## config.mk

```make
export PLATFORM = sky130hd
export DESIGN_NAME = die_wrapper_boundary_reg_flat
export DESIGN_NICKNAME = d
export VERILOG_FILES = /design/src/rtl/die_wrapper_boundary_reg_if.sv /design/src/rtl/die_wrapper_boundary_reg.sv /design/src/flat_wrapper.sv
export SDC_FILE = /design/constraint.sdc
export NUM_CORES = 1
export LEC_CHECK = 0
export CAP_MARGIN = 30
export CORE_UTILIZATION = 45
export DETAILED_ROUTE_END_ITERATION = 10
export PLACE_DENSITY = 0.83
export SLEW_MARGIN = 0
export SYNTH_ARGS = -nofsm -noshare
export SYNTH_HDL_FRONTEND = slang
export SYNTH_SLANG_ARGS = --single-unit
```

## constraint.sdc

```tcl
create_clock -name TCK -period 2.1 [get_ports TCK]
set_clock_uncertainty 0.05 [all_clocks]
set_input_delay 0.42 -clock TCK [delete_from_list [all_inputs] [get_ports TCK]]
set_output_delay 0.42 -clock TCK [all_outputs]
set_load 0.05 [all_outputs]
```

## src/rtl/die_wrapper_boundary_reg_if.sv

```systemverilog
// Boundary-register signal bundle: TAP/IR-side controls, pad/core boundary
// nets and the scan/status outputs. master = TAP + boundary environment,
// slave = the wrapper boundary register itself.
interface die_wrapper_boundary_reg_if #(
    parameter int NUM_IN  = 4,
    parameter int NUM_OUT = 4,
    parameter int CNT_W   = 8
);
    logic               TDI;
    logic [3:0]         tap_state;
    logic [3:0]         IR;
    logic [NUM_IN-1:0]  pad_in;
    logic [NUM_OUT-1:0] core_out;
    logic [NUM_IN-1:0]  core_in;
    logic [NUM_OUT-1:0] pad_out;
    logic               wrapper_tdo;
    logic               wbr_sel;
    logic [CNT_W-1:0]   shift_cnt;

    modport master (
        output TDI, tap_state, IR, pad_in, core_out,
        input  core_in, pad_out, wrapper_tdo, wbr_sel, shift_cnt
    );

    modport slave (
        input  TDI, tap_state, IR, pad_in, core_out,
        output core_in, pad_out, wrapper_tdo, wbr_sel, shift_cnt
    );
endinterface

```

## src/rtl/die_wrapper_boundary_reg.sv

```systemverilog
// Die wrapper boundary register: NUM_IN pad->core cells at the LSB end of the
// chain, NUM_OUT core->pad cells above them. Each cell has a shift/capture
// flop and an update flop; the instruction selects which side the update
// stage drives.

// One boundary cell: shift/capture stage plus update stage.
module wbr_cell #(
    parameter logic UPD_RST_BIT = 1'b0
) (
    input  logic TCK,
    input  logic TRST,
    input  logic capture_en,
    input  logic shift_en,
    input  logic update_en,
    input  logic tlr,
    input  logic cap_d,
    input  logic shift_d,
    output logic chain_q,
    output logic upd_q
);
    // Shift/capture stage; capture and shift are mutually exclusive by tap_state.
    always_ff @(posedge TCK or posedge TRST) begin
        if (TRST)            chain_q <= 1'b0;
        else if (capture_en) chain_q <= cap_d;
        else if (shift_en)   chain_q <= shift_d;
    end

    // Update stage; TEST_LOGIC_RESET restores the safe value whatever the IR.
    always_ff @(posedge TCK or posedge TRST) begin
        if (TRST)           upd_q <= UPD_RST_BIT;
        else if (tlr)       upd_q <= UPD_RST_BIT;
        else if (update_en) upd_q <= chain_q;
    end
endmodule

module die_wrapper_boundary_reg #(
    parameter int                           NUM_IN        = 4,
    parameter int                           NUM_OUT       = 4,
    parameter int                           CNT_W         = 8,
    parameter logic [NUM_IN+NUM_OUT-1:0]    UPD_RST       = '0,
    parameter logic [3:0]                   ST_TLR        = 4'd0,
    parameter logic [3:0]                   ST_CAPTURE_DR = 4'd3,
    parameter logic [3:0]                   ST_SHIFT_DR   = 4'd4,
    parameter logic [3:0]                   ST_UPDATE_DR  = 4'd8,
    parameter logic [3:0]                   IR_EXTEST     = 4'h0,
    parameter logic [3:0]                   IR_SAMPLE     = 4'h1,
    parameter logic [3:0]                   IR_INTEST     = 4'h2,
    parameter logic [3:0]                   IR_CLAMP      = 4'h3
) (
    input  logic                       TCK,
    input  logic                       TRST,
    die_wrapper_boundary_reg_if.slave  bus
);
    localparam int N = NUM_IN + NUM_OUT;

    logic             sel;
    logic             capture_en, shift_en, update_en, tlr;
    logic [N-1:0]     chain, upd;
    logic [N-1:0]     cap_vec, shift_vec;
    logic [CNT_W-1:0] cnt;

    // CLAMP and unknown codes leave the chain untouched.
    assign sel        = (bus.IR == IR_EXTEST) | (bus.IR == IR_SAMPLE) | (bus.IR == IR_INTEST);
    assign capture_en = sel && (bus.tap_state == ST_CAPTURE_DR);
    assign shift_en   = sel && (bus.tap_state == ST_SHIFT_DR);
    assign update_en  = sel && (bus.tap_state == ST_UPDATE_DR);
    assign tlr        = (bus.tap_state == ST_TLR);

    // Output cells capture what the core drives; input cells capture the pads.
    assign cap_vec   = {bus.core_out, bus.pad_in};
    // Shift toward bit 0: TDI enters the top cell, chain[0] leaves on TDO.
    assign shift_vec = {bus.TDI, chain[N-1:1]};

    for (genvar i = 0; i < N; i++) begin : g_cell
        wbr_cell #(.UPD_RST_BIT(UPD_RST[i])) u_cell (
            .TCK        (TCK),
            .TRST       (TRST),
            .capture_en (capture_en),
            .shift_en   (shift_en),
            .update_en  (update_en),
            .tlr        (tlr),
            .cap_d      (cap_vec[i]),
            .shift_d    (shift_vec[i]),
            .chain_q    (chain[i]),
            .upd_q      (upd[i])
        );
    end

    // Shift-length counter: cleared on capture, saturates instead of wrapping.
    always_ff @(posedge TCK or posedge TRST) begin
        if (TRST)                       cnt <= '0;
        else if (capture_en)            cnt <= '0;
        else if (shift_en && cnt != '1) cnt <= cnt + 1'b1;
    end

    // Boundary muxes follow the live IR, so an update done under SAMPLE shows
    // up as soon as IR moves to EXTEST/INTEST.
    assign bus.pad_out     = ((bus.IR == IR_EXTEST) || (bus.IR == IR_CLAMP)) ? upd[N-1:NUM_IN] : bus.core_out;
    assign bus.core_in     = (bus.IR == IR_INTEST) ? upd[NUM_IN-1:0] : bus.pad_in;
    assign bus.wrapper_tdo = chain[0];
    assign bus.wbr_sel     = sel;
    assign bus.shift_cnt   = cnt;
endmodule

```

## src/flat_wrapper.sv

```systemverilog
// flat-port wrapper written by rule: the top's interface ports become plain ports
module die_wrapper_boundary_reg_flat 
#(
    parameter int                           NUM_IN        = 4,
    parameter int                           NUM_OUT       = 4,
    parameter int                           CNT_W         = 8,
    parameter logic [NUM_IN+NUM_OUT-1:0]    UPD_RST       = '0,
    parameter logic [3:0]                   ST_TLR        = 4'd0,
    parameter logic [3:0]                   ST_CAPTURE_DR = 4'd3,
    parameter logic [3:0]                   ST_SHIFT_DR   = 4'd4,
    parameter logic [3:0]                   ST_UPDATE_DR  = 4'd8,
    parameter logic [3:0]                   IR_EXTEST     = 4'h0,
    parameter logic [3:0]                   IR_SAMPLE     = 4'h1,
    parameter logic [3:0]                   IR_INTEST     = 4'h2,
    parameter logic [3:0]                   IR_CLAMP      = 4'h3
)
  (TCK, TRST, bus_TDI, bus_tap_state, bus_IR, bus_pad_in, bus_core_out, bus_core_in, bus_pad_out, bus_wrapper_tdo, bus_wbr_sel, bus_shift_cnt);
  die_wrapper_boundary_reg_if #(.NUM_IN(NUM_IN), .NUM_OUT(NUM_OUT), .CNT_W(CNT_W)) bus_i ();
  input  logic TCK;
  input  logic TRST;
  input wire logic [$bits(bus_i.TDI)-1:0] bus_TDI;
  input wire logic [$bits(bus_i.tap_state)-1:0] bus_tap_state;
  input wire logic [$bits(bus_i.IR)-1:0] bus_IR;
  input wire logic [$bits(bus_i.pad_in)-1:0] bus_pad_in;
  input wire logic [$bits(bus_i.core_out)-1:0] bus_core_out;
  output wire logic [$bits(bus_i.core_in)-1:0] bus_core_in;
  output wire logic [$bits(bus_i.pad_out)-1:0] bus_pad_out;
  output wire logic [$bits(bus_i.wrapper_tdo)-1:0] bus_wrapper_tdo;
  output wire logic [$bits(bus_i.wbr_sel)-1:0] bus_wbr_sel;
  output wire logic [$bits(bus_i.shift_cnt)-1:0] bus_shift_cnt;
  assign bus_i.TDI = bus_TDI;
  assign bus_i.tap_state = bus_tap_state;
  assign bus_i.IR = bus_IR;
  assign bus_i.pad_in = bus_pad_in;
  assign bus_i.core_out = bus_core_out;
  assign bus_core_in = bus_i.core_in;
  assign bus_pad_out = bus_i.pad_out;
  assign bus_wrapper_tdo = bus_i.wrapper_tdo;
  assign bus_wbr_sel = bus_i.wbr_sel;
  assign bus_shift_cnt = bus_i.shift_cnt;
  die_wrapper_boundary_reg #(.NUM_IN(NUM_IN), .NUM_OUT(NUM_OUT), .CNT_W(CNT_W), .UPD_RST(UPD_RST), .ST_TLR(ST_TLR), .ST_CAPTURE_DR(ST_CAPTURE_DR), .ST_SHIFT_DR(ST_SHIFT_DR), .ST_UPDATE_DR(ST_UPDATE_DR), .IR_EXTEST(IR_EXTEST), .IR_SAMPLE(IR_SAMPLE), .IR_INTEST(IR_INTEST), .IR_CLAMP(IR_CLAMP)) u_core (.TCK(TCK), .TRST(TRST), .bus(bus_i));
endmodule
```

# [After elaboration in Yosys (flattened, before gate mapping)]
# Cells that the tools add are included.
[classes] n_bitwise=2 n_eq_ne=7 n_reduce_logical=10 muxes=36 addsub=1
[ops] operator="1-bit 2-to-1 mux" count=32
[ops] operator="8-bit 2-to-1 mux" count=2
[ops] operator="4-bit by 2-bit equality test with 1-bit output, second input constant" count=3
[ops] operator="8-bit by 1-bit adder with 8-bit output, second input constant" count=1
[ops] operator="4-bit logical NOT" count=2
[ops] operator="4-bit 2-to-1 mux" count=2
[ops] operator="8-bit inequality test, second input constant" count=1
[ops] operator="2-bit nonzero test" count=3
[ops] operator="4-bit by 1-bit equality test with 1-bit output, second input constant" count=1
[ops] operator="4-bit by 3-bit equality test with 1-bit output, second input constant" count=1
[ops] operator="4-bit equality test, second input constant" count=1
[ops] operator="1-bit logical AND" count=4
[ops] operator="1-bit OR" count=2
[ops] operator="1-bit logical OR" count=1
[totals] output_inout_bits=18 ff_bits=24 in_bits=19

# [Longest topological paths before layout]
# Gate-level depths: netlist of run 1.
[depth] word_depth=7 mapped_depth=5

# [Modules after synthesis]
# Synthesis of run 1 repeated with hierarchy kept, for this count alone.
[hier_totals] cells_unflattened=134 area_unflattened_um2=1336.3
[modules_own_cells] module="wbr_cell" area_each_um2=86.3 cells_each=8 seq_area_each_um2=50.0 n_inst=8
[modules_own_cells] module="die_wrapper_boundary_reg" area_each_um2=645.6 cells_each=70 seq_area_each_um2=200.2 n_inst=1

# [Least setup slack after synthesis of run 1]
# No wires, ideal clock.
[synth_path] kind="input to register" from="input bus_IR[1]" to="register u_core.g_cell[0].u_cell.upd_q" t_required_ns=1.913 setup_ns=0.137 path_slack_ns=-0.493 cell_stages=5 arrival_time_ns=2.406 path_buffers=1 path_cell_list="a211oi_1 -> o21ai_1 -> clkbuf_1 -> nand2_1 -> o21ai_0"
[synth_between] elab_chain_len=5 word_cells_on_any_way=7 classes_between="eq/ne (2); bitwise (2); reduce/logical (3)"
[synth_rtl] item="start: declaration" line_no="flat_wrapper.sv:23" text="input wire logic [$bits(bus_i.IR)-1:0] bus_IR;"
[synth_rtl] item="4-bit by 1-bit equality test with 1-bit output / 4-bit logical NOT (equally long branches)" line_no="die_wrapper_boundary_reg.sv:63" text="assign sel = (bus.IR == IR_EXTEST) | (bus.IR == IR_SAMPLE) | (bus.IR == IR_INTEST);"
[synth_rtl] item="1-bit OR" line_no="die_wrapper_boundary_reg.sv:63"
[synth_rtl] item="1-bit OR *" line_no="die_wrapper_boundary_reg.sv:63"
[synth_rtl] item="1-bit logical AND *" line_no="die_wrapper_boundary_reg.sv:66" text="assign update_en = sel && (bus.tap_state == ST_UPDATE_DR);"
[synth_rtl] item="2-bit nonzero test (no line) *"
[synth_rtl] item="end signal: assignment" line_no="die_wrapper_boundary_reg.sv:32" text="else if (update_en) upd_q <= chain_q;"
[synth_rtl] item="end: declaration" line_no="die_wrapper_boundary_reg.sv:19" text="output logic upd_q"
# Every way passes the cells marked *; elsewhere a longest branch is shown, timed or not.
# A chain may end at the register's enable or synchronous reset.

# [Worst setup path after layout of run 1]
[layout_path] from="input bus_IR[0]" to="output bus_pad_out[0]"
[layout_between] elab_chain_len=3 word_cells_on_any_way=4 classes_between="eq/ne (1); mux (1); reduce/logical (2)"
[layout_rtl] item="4-bit by 2-bit equality test with 1-bit output / 4-bit logical NOT (equally long branches)" line_no="die_wrapper_boundary_reg.sv:98" text="assign bus.pad_out = ((bus.IR == IR_EXTEST) || (bus.IR == IR_CLAMP)) ? upd[N-1:NUM_IN] : bus.core_out;"
[layout_rtl] item="1-bit logical OR *" line_no="die_wrapper_boundary_reg.sv:98"
[layout_rtl] item="4-bit 2-to-1 mux *" line_no="die_wrapper_boundary_reg.sv:98"
[layout_rtl] item="end: declaration" line_no="flat_wrapper.sv:27" text="output wire logic [$bits(bus_i.pad_out)-1:0] bus_pad_out;"
# Marks and branches as above.

==> out/metrics.csv, run 1 <==
metric,value,unit
Synth warnings,0,
setup violators final,0,
via count of the first global-routing pass,1184,
Synth cell types,29,
sw power,0.457,mW
initial antenna violation count,0,
Vias per Instance,5.74,
TritonCTS buffer count,3,
element type at the critical path start,primary input,
Final period util,98.9,%
Setup Buffers After CTS,0,
Crit. Startpoint,bus_IR[0],
r2r startpoint,u_core.bus.shift_cnt[0],
crit path DAT,1.61,ns
CTS Buffer Depth,2,
fraction of layout instances using a drive strength above 1,27.8,%
Final #Nets,197,
RSZ-0062 raised after global routing,no,
internal power,0.962,mW
synthesized instance count,122,
drt wl/cell,16.0,um
Leak,0.868,nW
Finished Layout Cells,206,
met1 wire length,1320,um
min-delay worst type,in2async,
syn nets,142,
fmax,482,MHz
DRC Markers,0,
Period minus WS final,2.08,ns
Final Hold Viols,0,
total length of routed wires,3300,um
Die W,55.0,um
worst-skew pair later-pin latency,0.33,ns
Pre-Repair DR Iteration Count,4,
crit-path max FO,4,
H-tree levels,1,
MaxCap Viol Count,0,
setup TNS,0,ns
sequential-to-total area share from yosys stat,47.6,%
core box area,2570,um2
first-pass GRT wire length,5190,um
CTS tree,yes,
Die Y,55.0,um
routability congestion estimate,0.807,
Post-DRT Antenna Nets,0,
switching share of power,32.2,%
sequential power share,45.0,%
Layout Utilization,74.0,%
Mean Syn Cell Area,10.3,um2
Synth Cell Area,1260,um2
clock transition at the registers of the reported paths,0.14,ns
critical path class,in2out,
largest net degree at the start of global routing,25,
initial core utilization,49.2,%
Power Total,1.42,mW
"Hold-fix buffers, CTS",0,
Critical Path Sink,bus_pad_out[0],
Max Slew Vio Count,0,
I/O pin count,37,
Syn-to-layout area delta,50.4,%
Placed Cells,202,
site row count,18,
worst slew pin tran,0.510,ns
routed wl met3,151,um
fillers,174,
Peak supply drop,0.680,mV
routed via count,1183,
CP endpoint kind,output port,
worst reg2reg path depth,6,
routed wl met2,1750,um
combinational share of power,31.1,%
Total GRT Usage,25.3,%
top routing layer used,met4,
number of diodes,0,
clock root buffer master,clkbuf_4,
Slew HR,65.9,%
buffers added on ports,36,
Die ar.,3020,um2
dpl hpwl,2450,um
Reg2Reg Setup Slack,0.34,ns
clock sinks,24,
RR Endpoint,u_core.bus.shift_cnt[1],
outcome,completed,
pwr/cell area,747,nW/um2
number of DRC markers in iteration 0,24,
CP required,1.63,ns
clock power share,23.9,%
"FF+latch count, synth",24,
GRT Residual Overflow,0,
## kinds of logic after synthesis
group,count (synthesis),synth area share (%)
XOR/XNOR,3,2.08
AO/OA/AOI/OAI,40,23.4
AND/OR/NAND/NOR,40,16.3
buffers and inverters,5,1.78
adder cells (fa/ha/maj),1,0.991
flip-flops,24,47.6
multiplexers,9,7.93
## sequential cells by signal, summed over array words and instances (netlist names)
register and cells:
u_core.bus.shift_cnt 8, u_core.g_cell.u_cell.chain_q 8, u_core.g_cell.u_cell.upd_q 8
## metrics by stage
step                hold WS, ns  area (um2)  worst slack, ns
floorplan                 0.385        1270           0.0906
global placement          0.409        1810           -0.362
detailed placement        0.418        1810           -0.385
CTS                       0.363        1900           0.0117
global route              0.394        1900          0.00745
finish                    0.356        1900           0.0235
## power by group through the flow
stage / registers [mW] / clock network [mW] / logic, mW
after floorplan: 0.683 / 0 / 0.210
after global placement: 0.637 / 0 / 0.418
after detailed placement: 0.645 / 0 / 0.433
after CTS: 0.636 / 0.347 / 0.443
after global routing: 0.651 / 0.366 / 0.477
final: 0.639 / 0.339 / 0.441
## Yosys cell counts, drive strengths merged
cell type	n	share of area [%]
mux2	8	7.1
o22ai	8	4.0
a21boi	1	0.89
nor4b	1	0.69
nand3	2	0.79
dfrtp	24	48
nand3b	1	0.59
a2111oi	1	2.2
o211ai	1	0.59
buf	1	0.59
ha	1	0.99
nand4	1	0.50
xor2	3	2.1
and4	1	0.69
or3	6	3.0
a2bb2oi	8	5.6
nor3b	2	2.0
nor3	1	0.40
nor2	4	1.2
o21ai	14	5.5
a21oi	5	2.0
and3	1	0.50
clkbuf	1	0.30
inv	3	0.89
a211oi	1	0.59
nand2	20	5.9
mux2i	1	0.79
o2111ai	1	2.1
## layout by cell type, fill, tap and decap left out, drive strengths merged, types with 2 or more instances in the layout
cell type	n
clkdlybuf4s50	20
nand3	2
clkbuf	3
a21oi	5
or3	6
dlymetal6s2s	2
a2bb2oi	8
nor3b	2
xor2	3
o21ai	14
inv	3
nand2	20
buf	28
dfrtp	24
mux2	8
o22ai	8
nor2	4
## critical path, stage by stage
cell	delay [ns]
buf_2	0.13
xor2_1	0.17
or3_4	0.40
mux2_4	0.33
buf_12	0.15
## worst min-delay path by stage
stage                                        startpoint  cells after the start                         endpoint  slack, ns
after global routing                               TRST                      3  u_core.g_cell[3].u_cell.chain_q       0.39
final                                              TRST                      3  u_core.g_cell[3].u_cell.chain_q       0.36
after floorplan                                    TRST                      1          u_core.bus.shift_cnt[0]       0.38
after CTS                                          TRST                      3  u_core.g_cell[0].u_cell.chain_q       0.36
after detailed placement  u_core.g_cell[1].u_cell.upd_q                      2    u_core.g_cell[1].u_cell.upd_q       0.42
after global placement    u_core.g_cell[6].u_cell.upd_q                      2    u_core.g_cell[6].u_cell.upd_q       0.41
## cell type report
cell class                      instances  area (um2)  share of cell area [%]
Timing Repair Buffer                   52         529                    27.9
Tap cell                               30        37.5                    1.98
Inverter                                3        11.3                   0.593
Clock inverter                          1        30.0                    1.58
Sequential cell                        24         601                    31.6
Clock buffer                            3        22.5                    1.19
Multi-Input combinational cell         93         668                    35.2
## routing by layer
metal	GRT usage [%]	vias to the layer above
li1	-	568
met1	29.9	573
met2	43.2	33
met3	5.74	9
met4	12.1	0
met5	0	-
## what timing repair did
action | CTS | global route
pin swaps | 2 | 1
gates resized for setup | 23 | 4
setup endpoints to repair | 9 | 6
hold endpoints to repair | 0 | 0
Note: power is estimated with default switching activity, not from simulation.
==> run 2, diff against run 1 <==
- CORE_UTILIZATION: 45 -> 50
- MAX_ROUTING_LAYER: default -> met4
- PLACE_DENSITY: 0.83 -> 0.9
- clock period: 2.1 -> 2.5 ns (I/O delays scaled with it)
==> out/metrics.csv, run 2 (same netlist as run 1, synthesis figures left out) <==
metric,value,unit,change
outcome,completed,,unchanged
drt wl/cell,16.5,um,was 16.0 um
first-pass GRT wire length,5460,um,was 5190 um
clock sinks,24,,unchanged
core box area,2300,um2,was 2570 um2
dpl cell area,1780,um2,was 1810 um2
H-tree levels,1,,unchanged
Final Hold Viols,0,,unchanged
Post-DRT Antenna Nets,0,,unchanged
internal power,0.731,mW,was 0.962 mW
number of DRC markers in iteration 0,22,,was 24
Setup Buffers After CTS,0,,unchanged
dpl hpwl,2480,um,was 2450 um
setup TNS,0,ns,unchanged
CP endpoint kind,output port,,unchanged
fillers,146,,was 174
worst slew pin tran,0.957,ns,was 0.510 ns
initial antenna violation count,0,,unchanged
routability congestion estimate,0.829,,was 0.807
Layout Utilization,80.4,%,was 74.0%
Power Total,1.11,mW,was 1.42 mW
Syn-to-layout area delta,46.4,%,was 50.4%
critical path class,in2out,,unchanged
CP required,1.95,ns,was 1.63 ns
fmax,427,MHz,
Finished Layout Cells,200,,was 206
pwr/cell area,603,nW/um2,was 747 nW/um2
RSZ-0062 raised after global routing,no,,unchanged
"commonest non-fill, non-tap cell in the layout",dfrtp_1,,unchanged
worst-skew pair later-pin latency,0.32,ns,was 0.33 ns
MaxCap Viol Count,0,,unchanged
Placed Cells,196,,was 202
"commonest non-fill, non-tap cells in the layout","dfrtp_1, clkdlybuf4s50_1, nand2_1",,"was dfrtp_1, nand2_1, clkdlybuf4s50_1"
via count of the first global-routing pass,1159,,"was 1,184"
Pre-Repair DR Iteration Count,4,,unchanged
min-delay worst type,in2async,,unchanged
Die W,52.3,um,was 55.0 um
Die ar.,2730,um2,was 3020 um2
element type at the critical path start,primary input,,unchanged
final setup margin,0.159,ns,was 0.0235 ns
sw power,0.383,mW,was 0.457 mW
number of diodes,0,,unchanged
site row count,17,,was 18
Vias per Instance,5.86,,was 5.74
clock root buffer master,clkbuf_4,,unchanged
combinational share of power,32.7,%,was 31.1%
Total GRT Usage,28.6,%,was 25.3%
Slew HR,35.8,%,was 65.9%
crit-path cells,dlygate4sd2_1 -> xor2_1 -> or3_4 -> mux2_2 -> buf_12,,was buf_2 -> xor2_1 -> or3_4 -> mux2_4 -> buf_12
Hold Slack,0.442,ns,was 0.356 ns
clock power share,19.3,%,was 23.9%
setup violators final,0,,unchanged
Final period util,93.6,%,
CTS Buffer Depth,2,,unchanged
Leak,0.798,nW,was 0.868 nW
sequential power share,48.0,%,was 45.0%
switching share of power,34.4,%,was 32.2%
crit path DAT,1.79,ns,was 1.61 ns
buffers added on ports,36,,unchanged
I/O pin count,37,,unchanged
Buf/Inv on CP,2,,unchanged
Peak supply drop,0.540,mV,was 0.680 mV
Final #Nets,193,,was 197
slowest cell on the critical path,or3_4,,unchanged
initial core utilization,55.0,%,was 49.2%
TritonCTS buffer count,3,,unchanged
dpl ws,-0.202,ns,was -0.385 ns
GRT Residual Overflow,0,,unchanged
Die Y,52.3,um,was 55.0 um
Final Cell Area,1850,um2,was 1900 um2
routed via count,1171,,"was 1,183"
Period minus WS final,2.34,ns,
largest net degree at the start of global routing,25,,unchanged
crit-path max FO,4,,unchanged
total length of routed wires,3300,um,about the same
CTS tree,yes,,unchanged
crit-path max cell delay,0.37,ns,was 0.40 ns
clock transition at the registers of the reported paths,0.14,ns,about the same
Max Slew Vio Count,0,,unchanged
fraction of layout instances using a drive strength above 1,23.8,%,was 27.8%
top cell family by delay on the critical path,buffers and inverters,,was simple AND/OR/NAND/NOR gates
DRC Markers,0,,unchanged
-- run 2: cell types whose count changed in the layout (fill, tap and decap cells not counted), sizes merged, moves of 2 or more --
cell	delta
clkdlybuf4s50	+3
dlygate4sd2	+3
buf	-7
dlymetal6s2s	-2
-- run 2: repair_timing --
action	in CTS	in global routing
hold buffers	0	0
setup endpoints to repair	8	0
resized for setup	11	0
-- run 2: path summary, 6_finish.rpt --
| check | from | endpoint | slack (ns) | cells after the start |
|---|---|---|---|---|
| worst min-delay path | TRST | u_core.bus.shift_cnt[0] | 0.44 | 3 |
| worst max-delay path | bus_IR[0] | bus_pad_out[3] | 0.16 | 5 |
| max in group asynchronous | TRST | u_core.g_cell[5].u_cell.upd_q | 1.72 | 3 |
| worst max register to register | u_core.bus.shift_cnt[0] | u_core.bus.shift_cnt[1] | 0.70 | 6 |
| min in group TCK | u_core.g_cell[0].u_cell.upd_q | u_core.g_cell[0].u_cell.upd_q | 0.45 | 2 |
| worst min register to register | u_core.g_cell[0].u_cell.upd_q | u_core.g_cell[0].u_cell.upd_q | 0.45 | 2 |
-- run 2: metal layers --
metal / GRT usage, % / wire, um / part of all wire, %
met1: 35.7 / 1390 / 42
met2: 44.7 / 1660 / 50
met3: 6.96 / 183 / 5.6
met4: 11.8 / 69 / 2.1
met5: - / 0 / 0
-- run 2: tightest hold or removal path: stages --
cell             delay, ns
clkdlybuf4s50_1       0.39
inv_1                 0.05
buf_4                 0.29
-- run 2: cell type report --
class	instances	area, um2	share of cell area [%]
clock buffers	4	36.3	1.96
well taps	28	35.0	1.90
inverters	3	11.3	0.609
multi-input cells	93	664	36.0
flip-flops and latches	24	601	32.5
repair buffers	48	500	27.1
-- run 2: power by group through the flow --
| stage | logic, mW | clock network, mW | registers [mW] |
|---|---|---|---|
| after detailed placement | 0.361 | 0 | 0.542 |
| final | 0.365 | 0.215 | 0.535 |
| after CTS | 0.367 | 0.215 | 0.534 |
| after global routing | 0.396 | 0.233 | 0.549 |
| after global placement | 0.347 | 0 | 0.537 |
| after floorplan | 0.176 | 0 | 0.573 |
